File: config.mk
export PLATFORM = sky130hd
export DESIGN_NAME = regfile_sb_param
export DESIGN_NICKNAME = d
export VERILOG_FILES = /design/src/rtl/regfile_sb_param.sv
export SDC_FILE = /design/constraint.sdc
export NUM_CORES = 1
export LEC_CHECK = 0
export CAP_MARGIN = 10
export CORE_MARGIN = 2
export CORE_UTILIZATION = 35
export CTS_BUF_LIST = sky130_fd_sc_hd__clkbuf_2 sky130_fd_sc_hd__clkbuf_4 sky130_fd_sc_hd__clkbuf_8
export DETAILED_ROUTE_END_ITERATION = 6
export DONT_BUFFER_PORTS = 1
export SYNTH_ARGS = -nofsm -noshare
export SYNTH_HDL_FRONTEND = slang
export SYNTH_SLANG_ARGS = --single-unit
File: constraint.sdc
create_clock -name clk -period 4.1 [get_ports clk]
set_input_delay 1.23 -clock clk [delete_from_list [all_inputs] [get_ports clk]]
set_output_delay 1.23 -clock clk [all_outputs]
set_load 0.01 [all_outputs]
File: src/rtl/regfile_sb_param.sv
// ============================================================================
// regfile_sb_param : parametrised 2R/1W register file, busy scoreboard, clear engine
// Revision 1.0
// ============================================================================
`default_nettype none

module regfile_sb_param #(
   parameter int DATA_W  = 16,
   parameter int ADDR_W  = 4,
   parameter int BYPASS  = 1,
   parameter int ZERO_R0 = 1
) (
   input  logic              clk,
   input  logic              rst,
   input  logic [ADDR_W-1:0] rd_addr1,
   output logic [DATA_W-1:0] rd_data1,
   input  logic [ADDR_W-1:0] rd_addr2,
   output logic [DATA_W-1:0] rd_data2,
   input  logic              wr_en,
   input  logic [ADDR_W-1:0] wr_addr,
   input  logic [DATA_W-1:0] wr_data,
   input  logic              iss_en,
   input  logic [ADDR_W-1:0] iss_addr,
   output logic              busy1,
   output logic              busy2,
   input  logic              clr_req,
   output logic              ready
);

   localparam int                c_DEPTH = 2 ** ADDR_W;
   localparam logic [ADDR_W-1:0] c_LAST  = {ADDR_W{1'b1}};
   localparam logic [ADDR_W-1:0] c_ZERO  = '0;

   localparam logic [0:0] c_IDLE  = 1'b0;
   localparam logic [0:0] c_CLEAR = 1'b1;

   logic [DATA_W-1:0]  r_mem [c_DEPTH];
   logic [c_DEPTH-1:0] r_busy;
   logic [c_DEPTH-1:0] w_busy_nxt;
   logic [0:0]         r_state;
   logic [ADDR_W-1:0]  r_cnt;

   logic w_idle;
   logic w_wr_ok;
   logic w_r0_1;
   logic w_r0_2;
   logic w_byp1;
   logic w_byp2;

   assign w_idle  = (r_state == c_IDLE);
   assign w_wr_ok = w_idle && wr_en && !((ZERO_R0 != 0) && (wr_addr == c_ZERO));
   assign ready   = w_idle;

   // Forwarding only exists while the write port is live (IDLE) and never for a hardwired R0
   assign w_r0_1 = (ZERO_R0 != 0) && (rd_addr1 == c_ZERO);
   assign w_r0_2 = (ZERO_R0 != 0) && (rd_addr2 == c_ZERO);
   assign w_byp1 = (BYPASS != 0) && w_idle && wr_en && (wr_addr == rd_addr1) && !w_r0_1;
   assign w_byp2 = (BYPASS != 0) && w_idle && wr_en && (wr_addr == rd_addr2) && !w_r0_2;

   always_comb begin
      rd_data1 = r_mem[rd_addr1];
      if (w_r0_1) begin
         rd_data1 = '0;
      end else if (w_byp1) begin
         rd_data1 = wr_data;
      end
   end

   always_comb begin
      rd_data2 = r_mem[rd_addr2];
      if (w_r0_2) begin
         rd_data2 = '0;
      end else if (w_byp2) begin
         rd_data2 = wr_data;
      end
   end

   assign busy1 = w_byp1 ? 1'b0 : r_busy[rd_addr1];
   assign busy2 = w_byp2 ? 1'b0 : r_busy[rd_addr2];

   always_ff @(posedge clk) begin
      if (!rst) begin
         for (int i = 0; i < c_DEPTH; i++) begin
            r_mem[i] <= '0;
         end
      end else if (!w_idle) begin
         r_mem[r_cnt] <= '0;
      end else if (w_wr_ok) begin
         r_mem[wr_addr] <= wr_data;
      end
   end

   // Issue is applied after the write-clear so a new producer supersedes a retiring one
   always_comb begin
      w_busy_nxt = r_busy;
      if (w_idle) begin
         if (wr_en) begin
            w_busy_nxt[wr_addr] = 1'b0;
         end
         if (iss_en) begin
            w_busy_nxt[iss_addr] = 1'b1;
         end
      end else begin
         w_busy_nxt[r_cnt] = 1'b0;
      end
      if (ZERO_R0 != 0) begin
         w_busy_nxt[0] = 1'b0;
      end
   end

   always_ff @(posedge clk) begin
      if (!rst) begin
         r_busy <= '0;
      end else begin
         r_busy <= w_busy_nxt;
      end
   end

   always_ff @(posedge clk) begin
      if (!rst) begin
         r_state <= c_IDLE;
         r_cnt   <= '0;
      end else begin
         case (r_state)
            c_IDLE: begin
               if (clr_req) begin
                  r_state <= c_CLEAR;
                  r_cnt   <= '0;
               end
            end
            c_CLEAR: begin
               if (r_cnt == c_LAST) begin
                  r_state <= c_IDLE;
                  r_cnt   <= '0;
               end else begin
                  r_cnt <= r_cnt + 1'b1;
               end
            end
            default: begin
               r_state <= c_IDLE;
               r_cnt   <= '0;
            end
         endcase
      end
   end

endmodule

`default_nettype wire
; After elaboration in Yosys (flattened, before gate mapping)
; Memories as Yosys holds them, arrays and structs flattened.
; Index checks and enable logic that the tools add are counted.
[word_totals]
register_bits = 21
n_memories = 1
word_cells = 81
mem_bits_rw = 256
output_inout_bits = 35
inputBits = 37
latch_bits = 0
romBits = 0
[classes]
n_reduce_logical = 17
div = 0
n_mul = 0
magnitude_cmp = 8
n_addsub = 1
n_mux = 40
bitwise_logic = 6
n_shift = 0
eq_ne = 4
[mem_list]
columns = name, words, width, read_ports, rd_clocked_by_memory_dff, write_ports, line
row1 = r_mem, 16, 16, 2, 0, 16, 37  ; logic [DATA_W-1:0] r_mem [c_DEPTH];
[op_table]
columns = cell, count
row1 = 16-bit 2-to-1 mux, 10
row2 = 16-bit bitwise AND, 2
row3 = 16-bit NOT, 2
row4 = 16-bit OR reduction, 2
row5 = 4-bit by 5-bit less-than comparator with 1-bit output (second input constant), 5
row6 = 1-bit 2-to-1 mux, 19
row7 = 4-bit 2-to-1 mux, 4
row8 = 16-bit OR, 1
row9 = 1-bit demux with 4-bit select, 3
row10 = 4-bit by 1-bit greater-or-equal comparator with 1-bit output (second input constant), 3
row11 = 4-bit logical NOT, 3
row12 = 1-bit logical AND, 9
row13 = 1-bit binary-select mux with 4-bit select, 2
row14 = 4-bit equality test, 2
row15 = 4-bit case mux with 2 select lines, 1
row16 = 4-bit by 1-bit adder with 4-bit output (second input constant), 1
row17 = 4-bit equality test (second input constant), 1
row18 = 1-bit logical NOT, 3
row19 = 2-bit != test (second input constant), 1
row20 = 1-bit case mux with 2 select lines, 1
row21 = 1-bit NOT, 1

; Depth between registers and ports, before layout
[logic_depth]
word_depth = 11
mapped_depth = 7
depth_no_buf = 5

; Least setup slack after synthesis
; No wires, ideal clock.
[synth_path]
path_kind = input-to-output
start = input rd_addr2[0]
end = output rd_data2[10]
arrival_time_ns = 2.506
cell_stages = 7
required_time_ns = 2.870
path_slack_ns = 0.364
path_cell_list = buf_4 > buf_6 > xor2_1 > nor4_2 > a21boi_4 > buf_4 > o32ai_1
[synth_between]
elab_chain_len = 5
word_cells_on_any_way = 8
cone_classes = eq/ne: 1 / mux: 2 / reduce/logical: 4 / memory: 1
[synth_rtl]
columns = item, line
row1 = from (decl), 17  ; input logic [ADDR_W-1:0] rd_addr2,
row2 = "parallel branches: the longest is 4 deep, another holds memory 16 x 16 bit", -
row3 = 16-bit 2-to-1 mux (*), 71  ; if (w_r0_2) begin
row4 = to (decl), 18  ; output logic [DATA_W-1:0] rd_data2,
; Mark *: on every way between the ends.

; Final worst setup path
[layout_path]
start = input rd_addr1[0]
end = output rd_data1[1]
[layout_between]
elab_chain_len = 5
word_cells_on_any_way = 8
cone_classes = eq/ne: 1 / mux: 2 / reduce/logical: 4 / memory: 1
[layout_rtl]
columns = item, line
row1 = from (decl), 15  ; input logic [ADDR_W-1:0] rd_addr1,
row2 = "parallel branches: the longest is 4 deep, another holds memory 16 x 16 bit", -
row3 = 16-bit 2-to-1 mux (*), 62  ; if (w_r0_1) begin
row4 = to (decl), 16  ; output logic [DATA_W-1:0] rd_data1,
; Marks and branches as above.

==> results.md <==
- Detailed placement ended at an HPWL of 31600 um.
- In this run the number of H-tree levels came out at 2.
- The first global-routing pass estimated 74360 um of wire.
- Internal power comes to 4.867 mW.
- The minimum clock period after layout is 4042 ps.
- Of the post-synthesis cell area, the part taken by muxes is 20.14%.
- The number of global-route vias before repair is 11279.
- The worst-case clock buffer depth is 3.
- Buffers inserted to repair hold after CTS numbered 0.
- Setup violations remaining at the end of the flow were counted as 0.
- The number of buffers created by CTS is 47.
- The highest-delay cell along the critical path is mux4_2.
- The layout overhead on the synthesized area is 13.64%.
- By area the synthesized netlist is led by edfxtp_1 50%, mux4_2 20%, nor2_1 6.6%.
- The area fraction of the dominant cell type after synthesis is 50.27%.
- Synthesis produced a netlist whose cell count is 1168.
- The most common cell after layout, fill and taps aside is nor2_1.
- For the worst setup path, the data required time is 2870 ps.
- The filler cell count is 4027.
- The congestion estimate from routability-driven global placement came to 0.8725.
- The minimum setup slack in the final design is 58.39 ps.
- After detailed routing, the number of vias per cell comes to 6.037.
- Buffers placed on the I/O ports in this run total 0.
- The number of DRC markers in iteration 0 is 1524.
- The critical path arrival is 2810 ps.
- In the final layout, the share of cells above drive strength 1 is 28.90%.
- The top cell type by total area after synthesis is edfxtp_1.
- After Yosys synthesis, full adders, half adders and majority gates account for 0.3273% of the synthesized area.
- The standard cell core area is 0.04308 mm^2.
- Summed over all layers, the routed wires come to 50930 um.
- The remaining antenna violation count after routing is 0.
- The largest single stage delay on the critical path is 550 ps.
- The initial antenna violation count was 3.
- The logic gate share of total power is 12.4%.
- The initial core utilization is 35.50%.
- TritonCTS built the clock tree.
- The clock transition at the registers of the reported paths is 60 ps.
- The first detailed-routing pass took 5 iterations.
- The floorplan step set the die height to 213.0 um.
- For this design the top-level I/O count stands at 72.
- Of all flip-flops after synthesis, the portion carrying an async set or reset was 0%.
- The highest clock frequency the design can meet is 247.4 MHz.
- The number of maximum-capacitance constraint violations is 0.
- The fraction of power spent switching nets is 25.18%.
- The synthesized design contains 256 enable-type register cells.
- Traced cell by cell, the critical path runs through mux4_2 -> a22o_1 -> nor2_1 -> o32ai_1 -> buf_4.
- Gates resized during post-CTS repair numbered 0.
- The final setup skew is 26.75 ps.
- The min-delay analysis places its worst path in the category flip-flop to flip-flop.
- Global routing used 22.87% of the available tracks across all layers.
- The total inserted antenna cells is 0.
- The area of the multi-input gates is 0.006706 mm^2.
- The worst slack at placement is 265.7 ps.
- The dominant combinational cell family by area after synthesis is multiplexers.
- The average detailed-routed wire length per instance is 27.66 um.
- The clock power share is 37.8%.
- The die span in x is 213.0 um.
- The remaining global-route overflow is 0.
- Of the total synthesized cell area, the portion taken by XOR and XNOR cells is 0.3436%.
- The compound-cell area share of the yosys netlist is 9.172%.
- STA classifies the critical path startpoint as an input pin.
- The number of remaining DRC errors is 0.
- The cell area that synthesis handed to floorplanning was 0.01529 mm^2.
- Headroom to the max-slew limit came out at 40.40%.
- The worst setup path category is input pin to output pin.
- The total negative slack for setup checks is 0 ps.
- In this run the clock root is driven by a clkbuf_8.
- The clock drives 276 sinks.
- Yosys printed 0 warnings.
- The largest net degree at the start of global routing is 73.
- The worst setup path is captured at an output pin.
- Along the worst path, the maximum fanout reaches 72.
- The count of nets after finishing is 1264.
- In this run the mean area of a mapped cell was 13.09 um^2.
- The slew of the pin with the lowest slew margin is 884.6 ps.
- Summing the sequential cell areas from Yosys gives 52.89% of the chip area.
- Counting flops and latches in the post-synthesis netlist gives 276.
- Setup repair after global routing left no endpoint under its margin.
- For this design the total switching power over the nets is 1.638 mW.
- The standard-cell row count is 76.
- The areal power density over the cells is 374.3 mW/mm^2.
- The final hold violation count is 0.
- The number of buffers inserted by post-CTS setup repair is 0.
- The commonest register cell after synthesis is edfxtp_1.
- The die covers 0.04538 mm^2.
- Summing all flip-flop and latch instances after layout gives 0.008088 mm^2.
- The flow ran to the end, and the final reports show no timing, DRC or antenna violations.
- In the layout the commonest cells are 267 x nor2_1, 256 x edfxtp_1, 134 x mux4_2.
- The max-slew violation total from the final report came to 0.
- Counting distinct cell types in the post-synthesis netlist gives 63.
- The worst-case IR drop observed on VDD is 0.0002831 V.
- The vias after detailed routing is 11114.
- The basic-gate share of the synthesized area counting and, or, nand and nor cells is 12.54%.
- The clock latency at the later pin of the worst-skew pair is 600 ps.
- Of the total power, registers draw 49.8%.
- Dividing the final minimum period by the clock period gives 98.58%.
- Summed over all cells, the static leakage comes to 5.717 nW.
## area by class of cell
class,instances,area share (%)
clock buffer,67,4.586
sequential,276,46.54
clock inverter,15,0.5688
timing repair buffer,88,5.026
multi-input combinational,788,38.59
tap,585,4.212
inverter,22,0.4752
## stage by stage
stage | cells | power, mW | hold slack (ps) | area, um^2 | utilization [%]
global placement | 1759 | 4.069 | 489.5 | 16480 | 38.26
finish | 1841 | 6.505 | 513.5 | 17380 | 40.34
CTS | 1841 | 6.515 | 507.2 | 17380 | 40.34
detailed placement | 1759 | 4.085 | 498.4 | 16480 | 38.26
global route | 1841 | 6.680 | 546.3 | 17380 | 40.34
floorplan | 1183 | 3.833 | 459.7 | 15350 | -
## worst max-delay path, delay by kind of cell
kind,cells,cell delay (ps)
AOI/OAI and AO/OA,2,400
buffers and inverters,1,170
and+or+nand+nor,1,320
muxes,1,550
## kinds of logic (layout without fill, tap and decap cells)
logic type               after synthesis  in the layout
AO/OA/AOI/OAI                        180            180
XOR/XNOR                               6              6
adder cells (fa/ha/maj)                4              4
buffers and inverters                119            192
flip-flops                           276            276
multiplexers                         140            140
other                                  1             16
AND/OR/NAND/NOR                      442            442
## per-layer routing
| metal | share of wire (%) | GRT usage, % | vias up | wire, um |
|---|---|---|---|---|
| li1 | - | - | 4602 | - |
| met1 | 39 | 31.63 | 5549 | 19830 |
| met4 | 3.2 | 7.355 | 4 | 1648 |
| met5 | 0.053 | 0 | - | 27 |
| met3 | 15 | 8.854 | 136 | 7842 |
| met2 | 42 | 32.98 | 823 | 21580 |
## state kept, by name, summed over array words and instances (netlist names)
signal / cells
r_state: 1
r_mem: 256
r_busy: 15
r_cnt: 4
## power by group through the flow
| stage | registers, mW | logic, mW | clock network [mW] |
|---|---|---|---|
| 3_5_place_dp | 3.30 | 0.787 | 0 |
| 4_1_cts | 3.24 | 0.789 | 2.49 |
| 6_report | 3.24 | 0.805 | 2.46 |
| 5_1_grt | 3.25 | 0.839 | 2.59 |
| 3_3_place_gp | 3.29 | 0.780 | 0 |
| 2_1_floorplan | 3.27 | 0.561 | 0 |
## worst paths after layout
check             slack, ps  depth (start not counted)                 start                        end
setup / recovery         60                          5           rd_addr1[0]                rd_data1[1]
hold / removal          510                          2  r_busy[1]$_SDFF_PN0_       r_busy[1]$_SDFF_PN0_
setup reg to reg       1280                          6    r_state$_SDFF_PN0_  r_mem[3][3]$_SDFFCE_PN0P_
hold reg to reg         510                          2  r_busy[1]$_SDFF_PN0_       r_busy[1]$_SDFF_PN0_
## Yosys cell counts (all sizes together), types with 5 or more instances
| cell | number |
|---|---|
| nor4 | 5 |
| nor2b | 9 |
| edfxtp | 256 |
| mux4 | 134 |
| inv | 22 |
| a221oi | 8 |
| dfxtp | 20 |
| nor3 | 7 |
| o32ai | 32 |
| a21oi | 15 |
| nand3 | 11 |
| clkbuf | 17 |
| nand2 | 97 |
| nor2 | 287 |
| a22o | 64 |
| nand2b | 5 |
| xor2 | 6 |
| o21ai | 38 |
| buf | 80 |
Note: power is estimated with default switching activity, not from simulation.
